===== src/rtl/ari_result_queue_if.sv =====
// Result type shared by the arithmetic unit and the writeback path, plus the
// bundle between the ALU/writeback side and ari_result_queue.
package ari_pkg;
  parameter int NUM_OF_ARI_ISSUE = 2;

  typedef struct packed {
    logic        valid;
    logic [4:0]  rd;
    logic [31:0] data;
  } vuop_result_t;
endpackage

// Handshake: a wb_out slot transfers on a rising edge when its valid field is 1
// and wb_ready_in is 1; wb_out never depends on wb_ready_in in the same cycle.
// op_in has no ready: lanes are captured whenever their valid field is 1, and
// stall_out is the only back-pressure toward the arithmetic issue stage.
interface ari_result_queue_if
  import ari_pkg::*;
#(
  parameter int DEPTH   = 8,
  parameter int NUM_IN  = NUM_OF_ARI_ISSUE,
  parameter int NUM_OUT = 2
);
  vuop_result_t               op_in [NUM_IN];
  logic                       flush_in;
  vuop_result_t               wb_out [NUM_OUT];
  logic                       wb_ready_in;
  logic                       stall_out;
  logic [$clog2(DEPTH):0]     count_out;
  logic                       overflow_err;

  modport master (
    output op_in, flush_in, wb_ready_in,
    input  wb_out, stall_out, count_out, overflow_err
  );

  modport slave (
    input  op_in, flush_in, wb_ready_in,
    output wb_out, stall_out, count_out, overflow_err
  );
endinterface


===== src/rtl/ari_result_queue.sv =====
// In-order result buffer between the arithmetic unit and register writeback:
// compacts up to NUM_IN results per cycle, drains up to NUM_OUT per cycle.
module ari_result_queue
  import ari_pkg::*;
#(
  parameter int DEPTH   = 8,
  parameter int NUM_IN  = NUM_OF_ARI_ISSUE,
  parameter int NUM_OUT = 2
) (
  input logic               clock,
  input logic               reset,
  ari_result_queue_if.slave bus
);
  localparam int AW = $clog2(DEPTH);
  localparam int CW = AW + 1;
  localparam logic [CW-1:0] DEPTH_C    = CW'(DEPTH);
  localparam logic [CW-1:0] NUM_OUT_C  = CW'(NUM_OUT);
  localparam logic [CW-1:0] STALL_TH_C = CW'(DEPTH - 2 * NUM_IN);

  vuop_result_t    mem [DEPTH];
  logic [AW-1:0]   head, tail;
  logic [CW-1:0]   count;
  logic            stall_q;
  logic            overflow_q;

  logic [CW-1:0]   pops, pushes, free, count_next;
  logic            drop;
  logic [NUM_IN-1:0] wr_en;
  logic [AW-1:0]   wr_addr [NUM_IN];

  // Space freed by this cycle's pop is usable by this cycle's push.
  always_comb begin
    pops   = '0;
    pushes = '0;
    drop   = 1'b0;
    wr_en  = '0;
    for (int i = 0; i < NUM_IN; i++) wr_addr[i] = '0;

    if (bus.wb_ready_in) pops = (count > NUM_OUT_C) ? NUM_OUT_C : count;
    free = DEPTH_C - count + pops;

    for (int i = 0; i < NUM_IN; i++) begin
      if (bus.op_in[i].valid) begin
        if (pushes < free) begin
          wr_en[i]   = 1'b1;
          wr_addr[i] = tail + AW'(pushes);
          pushes     = pushes + 1'b1;
        end else begin
          drop = 1'b1;
        end
      end
    end
    count_next = count - pops + pushes;
  end

  always_ff @(posedge clock or negedge reset) begin
    if (!reset) begin
      head       <= '0;
      tail       <= '0;
      count      <= '0;
      stall_q    <= 1'b0;
      overflow_q <= 1'b0;
    end else if (bus.flush_in) begin
      head    <= '0;
      tail    <= '0;
      count   <= '0;
      stall_q <= 1'b0;
    end else begin
      head    <= head + AW'(pops);
      tail    <= tail + AW'(pushes);
      count   <= count_next;
      stall_q <= (count_next > STALL_TH_C);
      if (drop) overflow_q <= 1'b1;
    end
  end

  // Payload storage needs no reset: stale entries are masked by count.
  always_ff @(posedge clock) begin
    if (!bus.flush_in) begin
      for (int i = 0; i < NUM_IN; i++) begin
        if (wr_en[i]) mem[wr_addr[i]] <= bus.op_in[i];
      end
    end
  end

  always_comb begin
    for (int k = 0; k < NUM_OUT; k++) begin
      bus.wb_out[k] = mem[head + AW'(k)];
      if (CW'(k) >= count) bus.wb_out[k].valid = 1'b0;
    end
  end

  assign bus.stall_out    = stall_q;
  assign bus.count_out    = count;
  assign bus.overflow_err = overflow_q;
endmodule


===== src/flat_wrapper.sv =====
// flat-port wrapper written by rule: the top's interface ports become plain ports
module ari_result_queue_flat import ari_pkg::*;
#(
  parameter int DEPTH   = 8,
  parameter int NUM_IN  = NUM_OF_ARI_ISSUE,
  parameter int NUM_OUT = 2
)
  (clock, reset, bus_op_in, bus_flush_in, bus_wb_ready_in, bus_wb_out, bus_stall_out, bus_count_out, bus_overflow_err);
  ari_result_queue_if #(.DEPTH(DEPTH), .NUM_IN(NUM_IN), .NUM_OUT(NUM_OUT)) bus_i ();
  input logic clock;
  input logic reset;
  input wire logic [$bits(bus_i.op_in)-1:0] bus_op_in;
  input wire logic [$bits(bus_i.flush_in)-1:0] bus_flush_in;
  input wire logic [$bits(bus_i.wb_ready_in)-1:0] bus_wb_ready_in;
  output wire logic [$bits(bus_i.wb_out)-1:0] bus_wb_out;
  output wire logic [$bits(bus_i.stall_out)-1:0] bus_stall_out;
  output wire logic [$bits(bus_i.count_out)-1:0] bus_count_out;
  output wire logic [$bits(bus_i.overflow_err)-1:0] bus_overflow_err;
  assign bus_i.op_in = {>>{bus_op_in}};
  assign bus_i.flush_in = bus_flush_in;
  assign bus_i.wb_ready_in = bus_wb_ready_in;
  assign bus_wb_out = {>>{bus_i.wb_out}};
  assign bus_stall_out = bus_i.stall_out;
  assign bus_count_out = bus_i.count_out;
  assign bus_overflow_err = bus_i.overflow_err;
  ari_result_queue #(.DEPTH(DEPTH), .NUM_IN(NUM_IN), .NUM_OUT(NUM_OUT)) u_core (.clock(clock), .reset(reset), .bus(bus_i));
endmodule

===== config.mk =====
export PLATFORM = sky130hd
export DESIGN_NAME = ari_result_queue_flat
export DESIGN_NICKNAME = d
export VERILOG_FILES = /design/src/rtl/ari_result_queue_if.sv /design/src/rtl/ari_result_queue.sv /design/src/flat_wrapper.sv
export SDC_FILE = /design/constraint.sdc
export NUM_CORES = 1
export LEC_CHECK = 0
export CORE_UTILIZATION = 55
export DETAILED_ROUTE_END_ITERATION = 8
export DONT_BUFFER_PORTS = 1
export PLACE_DENSITY = 0.7
export SLEW_MARGIN = 30
export SYNTH_ARGS = -nofsm -noshare
export SYNTH_HDL_FRONTEND = slang
export SYNTH_SLANG_ARGS = --single-unit
export TNS_END_PERCENT = 20

===== constraint.sdc =====
create_clock -name clock -period 11.85 [get_ports clock]
set_clock_uncertainty 0.05 [all_clocks]
set_input_delay 1.185 -clock clock [delete_from_list [all_inputs] [get_ports clock]]
set_output_delay 1.185 -clock clock [all_outputs]
set_load 0.02 [all_outputs]

Word-level counts from Yosys, hierarchy flattened
Memory sizes are Yosys's and may differ from the RTL's.
Cells that the tools add are included.
- RAM bits: 304
- logic and storage cells: 53
- memories kept: 1
- bits in registers: 12
- memory list (name ; words ; width ; rd ports ; clocked after memory_dff ; wr ports ; line ; RTL):
    u_core.mem ; 8 ; 38 ; 2 ; 0 ; 2 ; ari_result_queue.sv:20 ; vuop_result_t mem [DEPTH];
- mux-type cells: 30
- reductions and logical operators: 1
- bitwise operators: 1
- add/sub/neg operators: 9
- magnitude comparators: 6
- operators with widths (kind ; count):
    $mux W4 ; 6
    $mux W1 ; 18
    $mux W3 ; 6
    $add A3 B3 Y3 ; 3
    $add A4 B4 Y4 ; 2
    $ge A1 B4 Y1 const A ; 2
    $add A4 B1 Y4 const B ; 1
    $gt A4 B2 Y1 const B ; 1
    $gt A4 B3 Y1 const B ; 1
    $lt A1 B4 Y1 const A ; 1
    $lt A4 B4 Y1 ; 1
    $sub A4 B4 Y4 ; 1
    $sub A4 B4 Y4 const A ; 1
    $add A3 B1 Y3 const B ; 1
    $reduce_and A2 Y1 ; 1
    $not A1 Y1 ; 1

Longest topological paths before layout
- word-level depth: 13
- mapped depth: 20

Least setup slack after synthesis
OpenSTA, ideal clock, no wires.
- path kind: in2reg
- start: input bus_wb_ready_in
- end: memory u_core.mem[1][0] (netlist name) (enable)
- path slack: 5.853 ns
- buffers on the path: 2
- arrival: 5.505 ns
- cell stages on the path: 16
- data required time: 11.359 ns
- setup time: 0.441 ns
- cell sequence: nor2b_1 ha_1 ha_1 inv_1 fa_1 nor2b_1 nand3_1 nand2_1 inv_1 ha_1 ha_1 or3b_2 nor4b_4 buf_6 buf_6 o21bai_1
- RTL lines (item ; line ; RTL):
    start, declared ; flat_wrapper.sv:14 ; input wire logic [$bits(bus_i.wb_ready_in)-1:0] bus_wb_ready_in;
    end, declared ; ari_result_queue.sv:20 ;

==> flow_summary_export.csv <==
group,metric,value,unit
run_status,status,"completed",
floorplan,die_h,185,microns
power_and_ir_drop,power_density,222,mW/mm^2
logic_synthesis,synth_seq_cells,316,
global_route,grt_pass1_vias,10400,
logic_synthesis,yosysWarnings,0,
global_route,top_usage_layer,"met2",
sta,hold_viol,0,
final_layout,multi_input_area,0.00866,sq mm
route,wl,44600,microns
logic_synthesis,syn-num-nets,1134,
worst_setup_path,slowest_delay,0.69,ns
clock_tree,path_clk_slew,0.06,ns
job,maxCapViolations,0,
clock_tree,root_buffer,"clkbuf_16",
sta,setup_viol,0,
floorplan,fp.dieW,185,microns
final_layout,drive_gt1_share,55.9,%
power_and_ir_drop,comb_power_share,39.1,%
route,wire_per_inst,30.0,microns
worst_setup_path,crit_fanout,38,
logic_synthesis,yosysTopAreaCell,"edfxtp_1",
global_route,antenna_found_initial,0,
worst_setup_path,cp_slowest_cell,"buf_4",
global_route,grt_max_degree,67,
logic_synthesis,synth_edf_count,304,
final_layout,final_common_cell,"mux2_2",
worst_setup_path,crit_type,"register to register",
sta,tightestPinTransition,0.915,ns
worst_setup_path,worstPathCellList,"nor3_1 > nor2b_1 > ha_1 > ha_1 > inv_1 > fa_1 > nor2b_1 > nand3_1 > nand2_1 > inv_1 > ha_1 > ha_1 > or3b_2 > nor4b_4 > buf_4 > mux2_2",
logic_synthesis,seq_area_frac_synth,51.1,%
power_and_ir_drop,peakVddDrop,0.133,mV
worst_setup_path,worst-path-buf-inv,3,
floorplan,rows,66,
final_layout,mostFrequentLayoutCells,"mux2_2 (322), edfxtp_1 (304), mux4_2 (152)",
route,route.detailed.drc,0,
clock_tree,cts_tree,"built",
placement,dp.cells,1420,
worst_setup_path,start_kind,"register",
power_and_ir_drop,p_clk_share,25.5,%
clock_tree,ctsResizeCount,0,
power_and_ir_drop,switching_power,1.55,mW
logic_synthesis,syn-cell-area,0.0185,sq mm
floorplan,initial_utilization,56.3,%
sta,rsz0062_at_grt,"no",
sta,slew_headroom,39.0,%
global_route,grt-ovfl-total,0,
final_layout,instances_no_fill,1487,
worst_setup_path,cp_top_family,"simple AND/OR/NAND/NOR gates",
sta,drv_slew,0,
logic_synthesis,synth_cell_type_count,39,
final_layout,area.growth.synth_to_final,8.90,%
sta,period_needed,6.13,ns
logic_synthesis,synthTopCellsByArea,"edfxtp_1 (49%), mux2_2 (20%), mux4_2 (19%)",
route,drt-pass1-iter-count,5,
worst_setup_path,critPathArrivalTime,6.34,ns
logic_synthesis,synth_flop_cell,"edfxtp_1",
route,vias,9818,
power_and_ir_drop,power_frac_seq,35.4,%
global_route,grt_util_met2,44.8,%
power_and_ir_drop,finalPower,4.45,mW
placement,dpl_worst_slack,5.57,ns
clock_tree,clk_latency,0.51,ns
sta,max_freq,163,MHz
final_layout,nFillCells,2412,
power_and_ir_drop,switching_share,34.8,%
global_route,grt_pass1_wl,66400,microns
clock_tree,cts_setup_buffers,0,
worst_hold_path,min_path_type,"input pin to async pin",
global_route,grt_util_met3,6.59,%
worst_setup_path,rrSetupSlack,5.72,ns
logic_synthesis,synthCells,1034,
clock_tree,clkSinkCount,316,
placement,gp_congestion,0.797,
logic_synthesis,synthArstFlopShare,3.80,%
clock_tree,clockBufferDepth,3,
logic_synthesis,synth_top_area_share,49.5,%
worst_setup_path,path_common_cell,"ha_1",
power_and_ir_drop,intPower,2.90,mW
sta,finalCritPeriodShare,51.7,%
power_and_ir_drop,p_leak,6.26,nW
route,viasPerCell,6.60,
route,first_iter_violations,757,
global_route,met1_usage,36.0,%
floorplan,ioPinCount,162,
logic_synthesis,avgSynthCellArea,17.8,sq um
clock_tree,holdBufCountCts,0,
worst_setup_path,endpoint_kind,"register",
global_route,grt_usage,26.9,%
final_layout,seqCellArea,0.00944,sq mm
route,ant_nets,0,
final_layout,fin_nets,1117,
floorplan,dieArea,0.0343,sq mm
floorplan,core,0.0328,sq mm
sta,tns,0,ns
final_layout,diodes,0,
worst_setup_path,worstPathRequired,12.06,ns
clock_tree,cts_inserted_buffers,37,
clock_tree,cts_max_level,2,
sta,setup_slack,5.72,ns
placement,port_buffers,0,
placement,dp.final_hpwl,24400,microns
power groups by stage:
| stage | clock (mW) | combinational (mW) | sequential, mW |
|---|---|---|---|
| after floorplan | 0 | 1.44 | 1.54 |
| after global placement | 0 | 1.74 | 1.59 |
| after detailed placement | 0 | 1.76 | 1.60 |
| after CTS | 1.15 | 1.77 | 1.58 |
| after global routing | 1.19 | 1.85 | 1.60 |
| final | 1.13 | 1.74 | 1.58 |
cells by family after synthesis:
logic type	synth area share, %
and+or+nand+nor	2.12
other	0.0407
muxes	41.2
DFF	51.1
adders and majority gates	1.56
AOI/OAI and AO/OA	0.658
buffers and inverters	2.68
xor gates and xnor gates	0.590
cell usage after synthesis, drive strengths merged, types with 4 or more instances:
cell    count
dfrtp      12
nor4b       4
mux4      152
buf        63
nor2        8
inv        15
nor2b       8
o21ai       4
xnor2       5
nand2       7
clkbuf     15
edfxtp    304
or2         9
mux2      370
nand3       4
ha         15
o21bai      8
fa          5
per-layer routing:
metal	wire length (microns)	part of all wire (%)
met1	18000	40
met5	0	0
met3	3780	8.5
met4	756	1.7
met2	22000	49
worst reg2reg max path, stage by stage, from the launching register on:
cell     delay, ns
dfrtp_1       0.51
nor3_1        0.45
nor2b_1       0.18
ha_1          0.31
ha_1          0.14
inv_1         0.05
fa_1          0.53
nor2b_1       0.22
nand3_1       0.11
nand2_1       0.64
inv_1         0.18
ha_1          0.24
ha_1          0.28
or3b_2        0.57
nor4b_4       0.32
buf_4         0.69
mux2_2        0.43
layout make-up:
class | count | share of cell area (%)
Multi-Input combinational cell | 625 | 43.1
Tap cell | 442 | 2.75
Sequential cell | 316 | 47.0
Timing Repair Buffer | 22 | 0.859
Clock buffer | 45 | 4.96
Inverter | 15 | 0.280
Clock inverter | 22 | 1.05
registers in the layout, indices dropped and copies added, names as in the netlist:
name	flops
u_core.mem	304
u_core.bus.count_out	4
u_core.bus.stall_out	1
u_core.head	3
u_core.bus.overflow_err	1
u_core.tail	3
per-stage QoR:
| stage | hold WS [ns] | util [%] | instance area (sq um) |
|---|---|---|---|
| finish | 0.311 | 61.3 | 20100 |
| CTS | 0.295 | 61.3 | 20100 |
| detailed placement | 0.600 | 57.6 | 18900 |
| floorplan | 0.541 | - | 18500 |
| global placement | 0.587 | 57.6 | 18900 |
| global route | 0.291 | 61.3 | 20100 |
final timing paths:
| check | startpoint | end | cells past startpoint |
|---|---|---|---|
| setup / recovery | u_core.bus.count_out[3] | u_core.mem[1][19] | 16 |
| hold / removal | reset | u_core.tail[0] | 0 |
| setup reg to reg | u_core.bus.count_out[3] | u_core.mem[1][19] | 16 |
| hold reg to reg | u_core.bus.overflow_err | u_core.bus.overflow_err | 1 |
| max in group asynchronous | reset | u_core.head[0] | 0 |
| min in group clock | u_core.bus.overflow_err | u_core.bus.overflow_err | 1 |
Power figures use the tool's default switching activity.
